==> src/rtl/mem_bus_arbiter.sv <==
// Arbiter for the single synchronous RAM port shared by the CPU (default owner,
// stalled through its clock enable) and one DMA/loader master.
module mem_bus_arbiter #(
    parameter int MAX_BURST = 16,
    parameter int CPU_SLOT  = 4
) (
    input  logic        i_clk,
    input  logic        i_rst,
    input  logic [15:0] i_cpu_addr,
    input  logic [15:0] i_cpu_wdata,
    input  logic        i_cpu_we,
    input  logic        i_cpu_halted,
    output logic        o_cpu_ce,
    output logic [15:0] o_cpu_rdata,
    input  logic        i_dma_req,
    input  logic [15:0] i_dma_addr,
    input  logic [15:0] i_dma_wdata,
    input  logic        i_dma_we,
    output logic        o_dma_gnt,
    output logic [15:0] o_dma_rdata,
    output logic        o_dma_rvalid,
    output logic [15:0] o_mem_addr,
    output logic [15:0] o_mem_wdata,
    output logic        o_mem_we,
    input  logic [15:0] i_mem_rdata
);

    localparam int BW = (MAX_BURST > 0) ? $clog2(MAX_BURST + 1) : 1;
    localparam int GW = (CPU_SLOT > 0) ? $clog2(CPU_SLOT + 1) : 1;
    localparam logic [BW-1:0] BURST_MAX = BW'(MAX_BURST);
    localparam logic [GW-1:0] SLOT_LEN  = GW'(CPU_SLOT);

    typedef enum logic [1:0] {
        S_CPU,
        S_DMA,
        S_REFILL
    } state_t;

    state_t        state;
    state_t        state_nxt;
    logic [BW-1:0] burst_cnt;
    logic [BW-1:0] burst_nxt;
    logic [BW-1:0] burst_inc;
    logic [GW-1:0] guard;
    logic [GW-1:0] guard_nxt;
    logic [GW-1:0] guard_dec;
    logic          rvalid;
    logic          beat;

    assign beat      = (state == S_DMA) && i_dma_req;
    assign burst_inc = (burst_cnt == BURST_MAX) ? burst_cnt : burst_cnt + 1'b1;
    assign guard_dec = (guard == '0) ? guard : guard - 1'b1;

    // The guard is tested after this cycle's decrement, so a request held
    // through the slot is granted on the CPU_SLOT-th CPU cycle.
    always_comb begin
        state_nxt   = state;
        burst_nxt   = burst_cnt;
        guard_nxt   = guard;
        o_cpu_ce    = 1'b1;
        o_dma_gnt   = 1'b0;
        o_mem_addr  = i_cpu_addr;
        o_mem_wdata = i_cpu_wdata;
        o_mem_we    = 1'b0;
        unique case (state)
            S_CPU: begin
                o_mem_we  = i_cpu_we;
                guard_nxt = guard_dec;
                if (i_dma_req && (i_cpu_halted || guard_dec == '0)) begin
                    state_nxt = S_DMA;
                    burst_nxt = '0;
                end
            end
            S_DMA: begin
                o_cpu_ce    = 1'b0;
                o_dma_gnt   = 1'b1;
                o_mem_addr  = i_dma_addr;
                o_mem_wdata = i_dma_wdata;
                o_mem_we    = i_dma_we & i_dma_req;
                if (i_dma_req) begin
                    burst_nxt = burst_inc;
                end
                if (!i_dma_req || (burst_inc == BURST_MAX && !i_cpu_halted)) begin
                    state_nxt = S_REFILL;
                end
            end
            S_REFILL: begin
                o_cpu_ce  = 1'b0;
                state_nxt = S_CPU;
                guard_nxt = SLOT_LEN;
            end
            default: begin
                state_nxt = S_CPU;
            end
        endcase
    end

    always_ff @(posedge i_clk) begin
        if (i_rst) begin
            state     <= S_CPU;
            burst_cnt <= '0;
            guard     <= '0;
            rvalid    <= 1'b0;
        end else begin
            state     <= state_nxt;
            burst_cnt <= burst_nxt;
            guard     <= guard_nxt;
            rvalid    <= beat && !i_dma_we;
        end
    end

    // RAM data arrives one cycle after the address, aligned with rvalid.
    assign o_dma_rvalid = rvalid;
    assign o_dma_rdata  = rvalid ? i_mem_rdata : '0;
    assign o_cpu_rdata  = i_mem_rdata;

endmodule

==> config.mk <==
export PLATFORM = sky130hd
export DESIGN_NAME = mem_bus_arbiter
export DESIGN_NICKNAME = d
export VERILOG_FILES = /design/src/rtl/mem_bus_arbiter.sv
export SDC_FILE = /design/constraint.sdc
export NUM_CORES = 1
export LEC_CHECK = 0
export CORE_MARGIN = 5
export CORE_UTILIZATION = 50
export CTS_CLUSTER_SIZE = 10
export DETAILED_ROUTE_END_ITERATION = 7
export DONT_BUFFER_PORTS = 1
export MAX_ROUTING_LAYER = met4
export PLACE_DENSITY = 0.69
export SLEW_MARGIN = 20
export SYNTH_ARGS = -nofsm -noshare
export SYNTH_HDL_FRONTEND = slang
export SYNTH_SLANG_ARGS = --single-unit
==> constraint.sdc <==
create_clock -name i_clk -period 1.8 [get_ports i_clk]
set_input_delay 0.36 -clock i_clk [delete_from_list [all_inputs] [get_ports i_clk]]
set_output_delay 0.36 -clock i_clk [all_outputs]
set_load 0.1 [all_outputs]
==> results of run 1 <==
## cells by family after synthesis
family | after synthesis | synth area share, %
buffers and inverters | 35 | 14.74
xor gates and xnor gates | 2 | 1.298
muxes | 32 | 26.69
adders and majority gates | 8 | 7.415
AOI/OAI and AO/OA | 21 | 13.35
DFF | 11 | 16.31
and+or+nand+nor | 50 | 20.21
## cells in the mapped netlist (4+ instances only)
master     n
clkbuf_1   5
nand2_1    5
a21oi_1    4
inv_1     11
nor2_1    11
and2_1    16
ha_1       8
nor3_1     4
mux2_2    32
dfxtp_1   11
nand3_1    4
buf_4     16
## through the flow
stage	instances	instance area, um^2	setup WS [ps]	hold slack (ps)	TNS [ps]
after floorplan	159	1624	-169.1	429.2	-4295
after global placement	227	2580	-29.55	418.8	-66.58
==> flow_metrics.tcl, run 1 <==
set metrics [dict create \
    die_h_um 61.96 \
    syn_inst 159 \
    initial_utilization_pct 53.52 \
    synthTopCellsByArea "mux2_2 27%, dfxtp_1 16%, buf_4 8.9%, and2_1 7.4%, ha_1 7.4%" \
    synth_edf_count 0 \
    syn_avg_cell_area_um2 8.491 \
    syn-cell-area_um2 1350 \
    yosysTopAreaCellShare_pct 26.69 \
    synth.net_count 253 \
    ios 154 \
    yosys_warnings 0 \
    port_buffers 0 \
    synthArstFlopShare_pct 0 \
    yosysUniqueCellTypes 40 \
    status "stopped before the end" \
    yosys.area.top_type "mux2_2" \
    die_x_um 61.96 \
    haltStage "detailed placement" \
    floorplan.rows 18 \
    yosysSeqAreaShare_pct 16.31 \
    synth_flop_cell "dfxtp_1" \
    tool.error "[ERROR DPL-0038] Utilization greater than 100%, impossible to legalize" \
    place_congestion 0.8092 \
    synth-seq-cells 11 \
]
==> run 2, diff against run 1 <==
Settings changed: CORE_UTILIZATION 50 to 35, CTS_CLUSTER_SIZE 10 to default, MAX_ROUTING_LAYER met4 to default, PLACE_DENSITY 0.69 to default, PLACE_DENSITY_LB_ADDON from default to 0.15.
Clock period 1.8 ns to 2.34 ns, I/O delays scaled along.
==> flow_metrics.tcl, run 2 <==
set metrics [dict create \
    grt.overflow.total 0 \
    critPathMaxStageDelay_ps 630 \
    finalSetupViolCount 0 \
    first_pass_iters 4 \
    critPathKind "reg -> reg" \
    endpoint_kind "register" \
    fin_crit_sh_pct 96.39 \
    final_common_cell "buf_12" \
    peakVddDrop_mv 0.7859 \
    synthTopCellsByArea "mux2_2 27%, dfxtp_1 16%, buf_4 8.9%, and2_1 7.4%, ha_1 7.4%" \
    power.total_mw 2.938 \
    yosysTopAreaCellShare_pct 26.69 \
    fmax_mhz 443.4 \
    synth.net_count 253 \
    syn_avg_cell_area_um2 8.491 \
    final_cell_mix "44 x buf_12, 27 x mux2_2, 11 x inv_1, 11 x nor2_1, 11 x dfxtp_1" \
    vias_per_cell 5.525 \
    largest_reg_flops 5 \
    top_regs "burst_cnt: 5 flops, guard: 3 flops, state: 2 flops" \
    fin_crit_ps 2256 \
    numCtsBuffers 3 \
    yosysUniqueCellTypes 40 \
    slew_violations 0 \
    postCtsHoldBufs 0 \
    place_congestion 0.7707 \
    ios 154 \
    relSlewSlack_pct 51.65 \
    placed_area_um2 2208 \
    clock_sinks 11 \
    die_area_um2 5199 \
    path_buf_inv 1 \
    clkTransAtPathRegs_ps 50 \
    regMostFlops "burst_cnt" \
    synthTopCellsByCount "32 x mux2_2, 16 x and2_1, 16 x buf_4" \
    layout.nets 283 \
    yosys_warnings 0 \
    maxCapViolCount 0 \
    p_per_area_nw_per_um2 1282 \
    grt_pass1_vias 1328 \
    yosys.area.top_type "mux2_2" \
    clockBufferDepth 2 \
    vias 1304 \
    grt_pass1_wl_um 7217 \
    synth_edf_count 0 \
    die_h_um 72.11 \
    port_buffers 0 \
    tritoncts "done" \
    path_max_fanout 4 \
    drt-initial-drc-count 15 \
    die_x_um 72.11 \
    path_cells "inv_1 > ha_1 > ha_1 > nor4bb_1 > o31ai_1 > a31o_1 > a221oi_2" \
    status "completed" \
    clock-root-buffer "clkbuf_8" \
    finalInstanceArea_um2 2292 \
    fill_cells 293 \
    synth-seq-cells 11 \
    grt_max_degree 37 \
    wire_per_inst_um 21.18 \
    hpwl_um 4297 \
    required_ps 2500 \
    drt-total-wl_um 4998 \
    drc 0 \
    syn_inst 159 \
    hold_viol 0 \
    crit_top_cell "ha_1" \
    crit_family "compound AO/OA/AOI/OAI gates" \
    floorplan.rows 22 \
    max_slew.worst_pin.slew_ps 715.1 \
    yosysSeqAreaShare_pct 16.31 \
    slowest_stage "nor4bb_1" \
    synthArstFlopShare_pct 0 \
    initial_utilization_pct 36.60 \
    synth.most_common_cell "mux2_2" \
    arrival_ps 2410 \
    syn-cell-area_um2 1350 \
    synth_flop_cell "dfxtp_1" \
    antennaDiodeCount 0 \
    core_area_um2 3689 \
    power.leakage_nw 0.9294 \
    grt.total_usage_pct 17.34 \
    clk_latency_ps 240 \
    syn_to_final_growth_pct 69.79 \
    ant_nets 0 \
    start_kind "register" \
    hold_class "in -> reg" \
    layout-drive-gt1-share_pct 53.72 \
    antenna_found_initial 0 \
    htreeDepth 1 \
    fin_worst_skew_ps 2.496 \
]
[run 2: worst paths after layout]
check	start	to	slack, ps	cells after the start
hold / removal	i_rst	state[1]	280	1
setup / recovery	guard[0]	state[0]	80	7
hold reg to reg	guard[1]	guard[1]	530	2
setup reg to reg	guard[0]	state[0]	80	7
[run 2: kinds of logic after synthesis]
kind of cell             after synthesis  share of synthesized area, %
XOR/XNOR                               2                         1.298
flip-flops                            11                         16.31
AO/OA/AOI/OAI                         21                         13.35
multiplexers                          32                         26.69
buffers and inverters                 35                         14.74
adder cells (fa/ha/maj)                8                         7.415
AND/OR/NAND/NOR                       50                         20.21
[run 2: metrics by stage]
step / setup TNS (ps) / util, % / hold WS [ps] / instances / setup slack [ps]
3_3_place_gp: 0 / 59.87 / 500.7 / 231 / 240.0
2_1_floorplan: -97.83 / - / 486.9 / 159 / -97.83
5_1_grt: -354.3 / 62.14 / 270.8 / 236 / -99.71
6_report: 0 / 62.14 / 284.1 / 236 / 84.49
4_1_cts: 0 / 61.09 / 278.9 / 235 / 80.04
3_5_place_dp: 0 / 59.87 / 524.8 / 231 / 132.7
[run 2: layout make-up]
cell class              count  area, um^2  share of cell area (%)
clock buffers               4       45.04                   1.965
multi-input cells         113       987.2                   43.07
inverters                  11       41.29                   1.801
repair buffers             49       938.4                   40.94
flip-flops and latches     11       220.2                   9.607
well taps                  48       60.06                   2.620
[run 2: where the power goes]
group          leakage [nW]  internal [mW]  switching, mW
clock network        0.0228          0.120         0.0780
registers            0.0894          0.215         0.0277
logic                 0.817          0.844           1.65
total                 0.929           1.18           1.76
[run 2: metal layers]
layer | global-route usage (%) | part of all wire (%)
met4 | 4.384 | 2.4
met1 | 18.09 | 32
met2 | 31.04 | 53
met5 | 0 | 0
met3 | 8.310 | 12
[run 2: what timing repair did]
action	in CTS	in global routing
resized for setup	0	1
setup buffers	0	1
setup endpoints to repair	0	12
Note: power is estimated with default switching activity, not from simulation.
